<file path="config.mk">
export PLATFORM = sky130hd
export DESIGN_NAME = pc_ctrl
export DESIGN_NICKNAME = d
export VERILOG_FILES = /design/src/rtl/pc_ctrl.sv
export SDC_FILE = /design/constraint.sdc
export NUM_CORES = 1
export LEC_CHECK = 0
export CAP_MARGIN = 20
export CORE_MARGIN = 10
export CORE_UTILIZATION = 53
export DETAILED_ROUTE_END_ITERATION = 6
export PLACE_DENSITY = 0.79
export REMOVE_ABC_BUFFERS = 1
export SETUP_SLACK_MARGIN = 0.02
export SLEW_MARGIN = 15
export SYNTH_ARGS = -nofsm -noshare
export SYNTH_HDL_FRONTEND = slang
export SYNTH_SLANG_ARGS = --single-unit
</file>
<file path="constraint.sdc">
create_clock -name clk_i -period 2.5 [get_ports clk_i]
set_input_delay 0.75 -clock clk_i [delete_from_list [all_inputs] [get_ports clk_i]]
set_output_delay 0.75 -clock clk_i [all_outputs]
set_load 0.05 [all_outputs]
</file>
<file path="src/rtl/pc_ctrl.sv">
// pc_ctrl: program counter sequencer with halt, absolute branch/call via a target
// table, and a small return-address stack with a sticky error flag.
module pc_ctrl #(
   parameter int D  = 9,
   parameter int SD = 4
) (
   input  logic       clk_i,
   input  logic       reset_i,
   input  logic       start_i,
   input  logic       stall_i,
   input  logic       halt_i,
   input  logic       branch_i,
   input  logic       cond_i,
   input  logic       call_i,
   input  logic       ret_i,
   input  logic [4:0] lut_idx_i,
   output logic [4:0] lut_addr_o,
   input  logic [D:0] lut_target_i,
   output logic [D:0] pc_o,
   output logic       running_o,
   output logic       done_o,
   output logic       err_o,
   output logic [2:0] depth_o
);
   localparam int AW = (SD > 1) ? $clog2(SD) : 1;
   localparam logic [2:0] SD_L = 3'(SD);
   typedef enum logic [1:0] {IDLE, RUN, HALTED} state_t;
   state_t     state_q, state_d;
   logic [D:0] pc_q, pc_d, pc_inc;
   logic [2:0] depth_q, depth_d, top;
   logic       err_q, err_d, push;
   logic [D:0] stk_q [SD];
   assign pc_inc     = pc_q + (D+1)'(1);
   assign top        = depth_q - 3'd1;
   assign lut_addr_o = lut_idx_i;
   assign pc_o       = pc_q;
   assign running_o  = state_q == RUN;
   assign done_o     = state_q == HALTED;
   assign err_o      = err_q;
   assign depth_o    = depth_q;
   always_comb begin
      state_d = state_q;
      pc_d    = pc_q;
      depth_d = depth_q;
      err_d   = err_q;
      push    = 1'b0;
      // stall only freezes a running machine; start always wins otherwise
      if (start_i && (state_q != RUN || !stall_i)) begin
         state_d = RUN;
         pc_d    = '0;
         depth_d = '0;
         err_d   = 1'b0;
      end else if (state_q == RUN && !stall_i) begin
         if (halt_i) begin
            state_d = HALTED;
         end else if (ret_i && call_i) begin
            err_d = 1'b1;
            pc_d  = pc_inc;
         end else if (ret_i) begin
            err_d   = err_q | (depth_q == '0);
            pc_d    = (depth_q != '0) ? stk_q[top[AW-1:0]] : pc_inc;
            depth_d = (depth_q != '0) ? top : depth_q;
         end else if (call_i) begin
            push    = depth_q < SD_L;
            err_d   = err_q | !push;
            pc_d    = push ? lut_target_i : pc_inc;
            depth_d = push ? depth_q + 3'd1 : depth_q;
         end else begin
            pc_d = (branch_i && cond_i) ? lut_target_i : pc_inc;
         end
      end
   end
   always_ff @(posedge clk_i or posedge reset_i) begin
      if (reset_i) begin
         state_q <= IDLE;
         pc_q    <= '0;
         depth_q <= '0;
         err_q   <= 1'b0;
      end else begin
         state_q <= state_d;
         pc_q    <= pc_d;
         depth_q <= depth_d;
         err_q   <= err_d;
      end
   end
   always_ff @(posedge clk_i) begin
      if (push) stk_q[depth_q[AW-1:0]] <= pc_inc;
   end
endmodule

</file>
==> results of run 1 <==
==> worst paths after layout <==
| kind | startpoint | endpoint |
|---|---|---|
| setup / recovery | pc_o[9] | pc_o[9] |
| hold / removal | err_o | err_o |
| setup reg to reg | depth_o[1] | pc_o[9] |
| min in group asynchronous | reset_i | pc_o[7] |
| max in group asynchronous | reset_i | pc_o[8] |
| hold reg to reg | err_o | err_o |
==> registers in the layout, indices dropped and copies added, names as in the netlist <==
register	cells
err_o	1
state_q	2
stk_q	40
depth_o	3
pc_o	10
==> routing by layer <==
layer  global-route usage (%)  up-vias  part of all wire [%]
met5                        0        -                     0
met4                    5.398        0                   1.4
met3                    4.520        6                   6.8
met2                    26.59       73                    52
met1                    17.24      913                    40
li1                         -      877                     -
==> layout by cell type, fill, tap and decap left out, types with 5 or more instances in the layout <==
| cell | count |
|---|---|
| buf_4 | 15 |
| nor2_1 | 13 |
| ha_1 | 6 |
| mux4_1 | 8 |
| clkdlybuf4s50_1 | 30 |
| xnor2_1 | 6 |
| dfrtp_1 | 16 |
| o21ai_0 | 8 |
| o221ai_1 | 5 |
| nand3_1 | 6 |
| inv_1 | 10 |
| nand2_1 | 19 |
| edfxtp_1 | 40 |
| clkbuf_8 | 5 |
| and3_1 | 5 |
==> final cells by class <==
cell class	instances	area share, %
Sequential cell	56	46.84
Multi-Input combinational cell	129	31.14
Timing Repair Buffer	51	15.15
Tap cell	70	2.561
Clock buffer	5	2.012
Clock inverter	3	1.207
Inverter	10	1.098
==> cells by family (layout without fill, tap and decap cells) <==
| logic type | after synthesis | after routing |
|---|---|---|
| buffers and inverters | 23 | 69 |
| AND/OR/NAND/NOR | 62 | 62 |
| multiplexers | 12 | 12 |
| AO/OA/AOI/OAI | 39 | 39 |
| XOR/XNOR | 10 | 10 |
| adder cells (fa/ha/maj) | 6 | 6 |
| flip-flops | 56 | 56 |
==> through the flow <==
| stage | total power [mW] | std cells | setup TNS [ns] | utilization (%) |
|---|---|---|---|---|
| floorplan | 1.323 | 195 | -0.08631 | - |
| global placement | 1.478 | 316 | -0.3078 | 64.70 |
| detailed placement | 1.489 | 316 | -1.922 | 64.70 |
| CTS | 2.068 | 324 | 0 | 66.85 |
| global route | 2.152 | 324 | 0 | 66.95 |
| finish | 2.054 | 324 | 0 | 66.95 |
==> power breakdown <==
part	switching, mW	total, mW	internal, mW	leakage (nW)
Clock	0.290	0.587	0.298	0.0585
Sequential	0.0266	1.05	1.03	0.572
Combinational	0.241	0.415	0.173	0.700
==> cell usage after synthesis, types with 3 or more instances <==
master,count
edfxtp_1,40
nand2_1,19
dfrtp_1,16
nor2_1,13
inv_1,10
mux4_1,8
o21ai_0,8
buf_4,7
ha_1,6
nand3_1,6
xnor2_1,6
and3_1,5
o221ai_1,5
o211ai_1,4
xor2_1,4
a22o_1,3
buf_6,3
nor2b_1,3
nor3_1,3
==> flow_summary.rst, run 1 <==
.. list-table::
   :header-rows: 1

   * - Metric
     - Value
   * - Number of antenna repair diodes
     - 0
   * - Simple-Gate Fraction of Synth Area
     - 11.60%
   * - Register area share after synthesis
     - about 57%
   * - Final setup slack of the worst path
     - 0.1406 ns
   * - Result of the run
     - completed
   * - Post-placement setup slack
     - -0.05836 ns
   * - Initial antenna violation count
     - 0
   * - Number of input and output port buffers inserted
     - 34
   * - Total setup buffers inserted after CTS
     - 0
   * - CP Data Required Time
     - between 1.5 and 2 ns
   * - Arrival @ worst endpoint
     - 1.61 ns
   * - Clock Skew
     - 0.01515 ns
   * - Worst hold slack
     - 0.5197 ns
   * - Sum of routed wire length over all layers
     - 6.419 mm
   * - Resized cells post-CTS
     - 0
   * - Slack of the worst reg-to-reg path
     - 0.41 ns
   * - Top cell family by delay on the critical path
     - buffers and inverters
   * - Boundary pin count
     - 45
   * - Number of clock buffers inserted by TritonCTS
     - 5
   * - Starting DRC count in detailed routing
     - 128
   * - Final Net Count
     - about 280
   * - Dominant register cell in the synthesized netlist
     - edfxtp_1
   * - Post-synthesis share of cell area spent on full adders, half adders and majority gates
     - 2.677%
   * - Residual overflow from global routing
     - 0
   * - Crit-path cells
     - clkdlybuf4s50_1
   * - Maximum cell stage delay along the critical path
     - about 0.85 ns
   * - Synth area leader
     - edfxtp_1
   * - Vias/cell
     - 5.769
   * - Stages on worst setup path
     - 1
   * - Initial Utilization
     - 54.90%
   * - Number of cell instances on the worst register-to-register path
     - 7
   * - Path category of the worst min-delay check
     - reg2reg
   * - Clock root buffer
     - clkbuf_8
   * - Worst-path fanout max
     - 5
   * - Unique masters post-synth
     - 49
   * - Final setup viols
     - 0
   * - Setup repair after global routing missed its margin
     - false
   * - Clock transition at path regs
     - 0.10 ns
   * - Number of iterations in the first detailed-routing pass
     - 4
   * - Last weighted congestion value of the routability-driven placer
     - 0.8613
   * - CTS tree
     - built
   * - Area contributors post-synth
     - edfxtp_1, dfrtp_1, mux4_1
   * - Final cycle utilization of the critical path
     - ~94%
   * - Number of instances in the synthesized netlist
     - 208
   * - Synthesized-area fraction occupied by xor and xnor cells
     - 3.124%
   * - Number of hold violations in the final report
     - 0
   * - Slew HR
     - between 40 and 50%
   * - Number of flops mapped to enable cells by yosys
     - 40
   * - Placed cell area
     - around 3300 um^2
   * - Largest net degree at the start of global routing
     - 18
   * - Compound-gate portion of the synthesized area
     - around 11%
   * - Area fraction of the dominant cell type after synthesis
     - 42.84%
   * - Chip Height
     - 92.74 um
   * - Endpoint class of the critical path
     - output port
   * - Main combinational cell family by area after synthesis
     - simple AND/OR/NAND/NOR gates
   * - Area of the mapped netlist
     - 2804 um^2
   * - Layout cells sized above 1
     - 15.35%
   * - Leak pwr
     - 1.331 nW
   * - Max Buffers Root-to-Sink
     - 2
   * - Core ar.
     - 5107 um^2
   * - Vias in the first global route
     - approximately 2.0k
   * - Total of warnings raised by yosys
     - 0
   * - Area used by sequential logic in the layout
     - 1602 um^2
   * - Area overhead of the layout relative to synthesis
     - 21.95%
   * - CP startpoint kind
     - register
   * - Post-DP HPWL
     - approximately 4.8 mm
   * - Power density over cell area
     - 600.8 nW/um^2
   * - Flip-flop and latch count after synthesis
     - 56
   * - Mux share of post-synthesis cell area
     - 9.817%
   * - Area enclosed by the die boundary
     - 8600 um^2
   * - Period minus WS final
     - 2.359 ns
   * - Synthesized area per cell
     - 13.48 um^2
   * - Start-to-end type of the worst setup path
     - reg2out
   * - Max Clock Freq
     - between 400 and 500 MHz
   * - Multi-input gate area
     - around 1100 um^2
   * - Via total after detailed routing
     - 1869
   * - Slew Viols, Final
     - 0
   * - Post-synth ARST share
     - about 29%
   * - IR drop worst, VDD
     - 0.4624 mV
   * - Post-Layout Inst Area
     - 3420 um^2
   * - Count of fill cells added during filler insertion
     - 401
   * - Remaining number of nets flagged by the antenna check after routing
     - 0
   * - Drt drc
     - 0
   * - Bufs and invs on worst path
     - 1
   * - Number of cell rows
     - 26
   * - First-pass GRT wire length
     - 10.21 mm
   * - Clock Sink Count
     - 56
   * - Tot GR Track Use
     - 15.21%
   * - Quantity of hold-fixing buffers added after cts
     - 0
   * - Horiz. Die Dim
     - a little over 90 um
   * - Slowest cell on the critical path
     - clkdlybuf4s50_1
   * - Clock Latency Late Sink
     - 0.31 ns
   * - Post-detailed-route wirelength per cell
     - 19.81 um
   * - Slew at the pin with the worst max-slew slack
     - 0.8603 ns
   * - Total of max-cap violations
     - 0
   * - Hold Path Stages
     - 1
   * - H-Tree Level Count
     - 2
Note: power is estimated with default switching activity, not from simulation.
==> run 2, diff against run 1 <==
Settings changed: SETUP_SLACK_MARGIN 0.02 to not set, SKIP_CTS_REPAIR_TIMING set to 1.
==> run 2 against run 1 <==
  * Worst hold slack lost 0.00062 ns
  * Maximum frequency fell by 2.4%
  * Sequential share of layout area about the same
  * Global-route usage is the same
  * Utilization barely moved
  * Clock skew grew 0.0026 ns
  * Critical path depth unchanged
  * Via count fell by 0.11%
  * Sequential cell count stayed put
  * Combinational power about the same
  * Critical endpoint is now depth_o[2]
==> flow_summary.rst, run 2 (synthesized netlist as in run 1, its figures left out) <==
.. list-table::
   :header-rows: 1

   * - Metric
     - Value
   * - Result of the run
     - completed (unchanged)
   * - Worst flop-to-flop path startpoint
     - depth_o[1] (unchanged)
   * - Chip Height
     - 92.74 um (unchanged)
   * - Vias in the first global route
     - 1953 (unchanged)
   * - Slew Viols, Final
     - 0 (unchanged)
   * - Commonest non-fill, non-tap cells in the layout
     - edfxtp_1, clkdlybuf4s50_1, nand2_1, dfrtp_1, buf_4 (unchanged)
   * - Largest net degree at the start of global routing
     - 18 (unchanged)
   * - Start-to-end type of the worst setup path
     - reg2out (unchanged)
   * - IR drop worst, VDD
     - 0.4635 mV (was 0.4624 mV)
   * - Post-placement setup slack
     - -0.05836 ns (unchanged)
   * - Placed Cells incl. Taps
     - 316 (unchanged)
   * - H-Tree Level Count
     - 2 (unchanged)
   * - Hold Path Stages
     - 1 (unchanged)
   * - Setup Total Neg Slack
     - 0 ns (unchanged)
   * - Clock root buffer
     - clkbuf_8 (unchanged)
   * - Leak pwr
     - 1.313 nW (was 1.331 nW)
   * - Clock Skew
     - 0.01777 ns (was 0.01515 ns)
   * - Final setup slack of the worst path
     - 0.08383 ns (was 0.1406 ns)
   * - Post-Layout Inst Area
     - 3417 um^2 (was 3420 um^2)
   * - Most frequent standard cell in the layout excluding fill and tap cells
     - edfxtp_1 (unchanged)
   * - Final Net Count
     - 283 (unchanged)
   * - Number of cell instances on the worst register-to-register path
     - 7 (unchanged)
   * - Sum of routed wire length over all layers
     - 6.367 mm (was 6.419 mm)
   * - Final Core Density
     - 66.90% (was 66.95%)
   * - Power density over cell area
     - 601.0 nW/um^2 (was 600.8 nW/um^2)
   * - Number of hold violations in the final report
     - 0 (unchanged)
   * - Worst Hold Launch
     - err_o (unchanged)
   * - Final setup viols
     - 0 (unchanged)
   * - Number of clock buffers inserted by TritonCTS
     - 5 (unchanged)
   * - Slack of the worst reg-to-reg path
     - 0.42 ns (was 0.41 ns)
   * - Clock Sink Count
     - 56 (unchanged)
   * - Clock Latency Late Sink
     - 0.31 ns (about the same)
   * - Start point of the critical path
     - depth_o[2] (was pc_o[9])
   * - Slowest cell on the critical path
     - clkdlybuf4s50_1 (unchanged)
   * - Max Buffers Root-to-Sink
     - 2 (unchanged)
   * - Post-DP HPWL
     - 4.824 mm (unchanged)
   * - Horiz. Die Dim
     - 92.74 um (unchanged)
   * - Period minus WS final
     - 2.416 ns (was 2.359 ns)
   * - Non-filler cells, final
     - 324 (unchanged)
   * - Count of fill cells added during filler insertion
     - 402 (was 401)
   * - Endpoint class of the critical path
     - output port (unchanged)
   * - Residual overflow from global routing
     - 0 (unchanged)
   * - Number of iterations in the first detailed-routing pass
     - 4 (unchanged)
   * - First-pass GRT wire length
     - 10.21 mm (unchanged)
   * - Final cycle utilization of the critical path
     - 96.65% (was 94.37%)
   * - Max reg flops
     - 40 (unchanged)
   * - Arrival @ worst endpoint
     - 1.67 ns (was 1.61 ns)
   * - Clock transition at path regs
     - 0.10 ns (about the same)
   * - Worst reg2reg path endpoint
     - pc_o[9] (unchanged)
   * - Top cell family by delay on the critical path
     - buffers and inverters (unchanged)
   * - Area enclosed by the die boundary
     - 8600 um^2 (unchanged)
   * - Placed cell area
     - 3304 um^2 (unchanged)
   * - Layout cells sized above 1
     - 15.35% (unchanged)
   * - Number of input and output port buffers inserted
     - 34 (unchanged)
   * - Via total after detailed routing
     - 1867 (was 1869)
   * - Slew HR
     - 41.18% (was 42.26%)
   * - Worst-path fanout max
     - 7 (was 5)
   * - Core ar.
     - 5107 um^2 (unchanged)
   * - Drt drc
     - 0 (unchanged)
   * - CP startpoint kind
     - register (unchanged)
   * - Path category of the worst min-delay check
     - reg2reg (unchanged)
   * - Crit-path cells
     - clkdlybuf4s50_1 (unchanged)
   * - Max Clock Freq
     - 413.9 MHz (was 423.8 MHz)
   * - Vias/cell
     - 5.762 (was 5.769)
   * - Total of max-cap violations
     - 0 (unchanged)
   * - CTS tree
     - built (unchanged)
   * - Initial antenna violation count
     - 0 (unchanged)
   * - Area overhead of the layout relative to synthesis
     - 21.87% (was 21.95%)
   * - Starting DRC count in detailed routing
     - 131 (was 128)
   * - Maximum cell stage delay along the critical path
     - 0.86 ns (was 0.85 ns)
   * - Worst hold endpoint
     - err_o (unchanged)
   * - Remaining number of nets flagged by the antenna check after routing
     - 0 (unchanged)
   * - Number of cell rows
     - 26 (unchanged)
   * - Last weighted congestion value of the routability-driven placer
     - 0.8613 (unchanged)
   * - Slew at the pin with the worst max-slew slack
     - 0.8764 ns (was 0.8603 ns)
   * - CP Data Required Time
     - 1.75 ns (about the same)
   * - Total chip power
     - 2.054 mW (about the same)
   * - Setup repair after global routing missed its margin
     - false (unchanged)
   * - Worst hold slack
     - 0.5190 ns (was 0.5197 ns)
   * - Boundary pin count
     - 45 (unchanged)
   * - Bufs and invs on worst path
     - 1 (unchanged)
   * - Number of antenna repair diodes
     - 0 (unchanged)
   * - Post-detailed-route wirelength per cell
     - 19.65 um (was 19.81 um)
   * - Initial Utilization
     - 54.90% (unchanged)
   * - Tot GR Track Use
     - 15.21% (unchanged)
## run 2: cell count changes in the layout (fill, tap and decap cells not counted), sizes merged
cell           delta
clkdlybuf4s50     +1
dlymetal6s2s      -1
## run 2: how the worst max path moves through the flow
stage | to | depth (start not counted)
2_1_floorplan | pc_o[9] | 7
3_3_place_gp | stk_q[0][4] | 6
3_5_place_dp | stk_q[3][1] | 6
4_1_cts | done_o | 2
5_1_grt | depth_o[2] | 1
6_report | depth_o[2] | 1
## run 2: routing by layer
layer / global-route usage, % / wire length [um]
met1: 17.24 / 2490
met2: 26.59 / 3279
met3: 4.520 / 479
met4: 5.398 / 118
met5: 0 / 0
## run 2: cell type report
cell class | count | area (um^2) | area share (%)
tap | 70 | 87.58 | 2.563
clock buffer | 5 | 68.82 | 2.014
sequential | 56 | 1602 | 46.87
inverter | 10 | 37.54 | 1.098
multi-input combinational | 129 | 1065 | 31.16
clock inverter | 3 | 41.29 | 1.208
timing repair buffer | 51 | 515.5 | 15.09
## run 2: power breakdown
part	internal (mW)	total [mW]	switching (mW)
Combinational	0.173	0.414	0.241
Sequential	1.03	1.05	0.0264
Clock	0.298	0.587	0.290
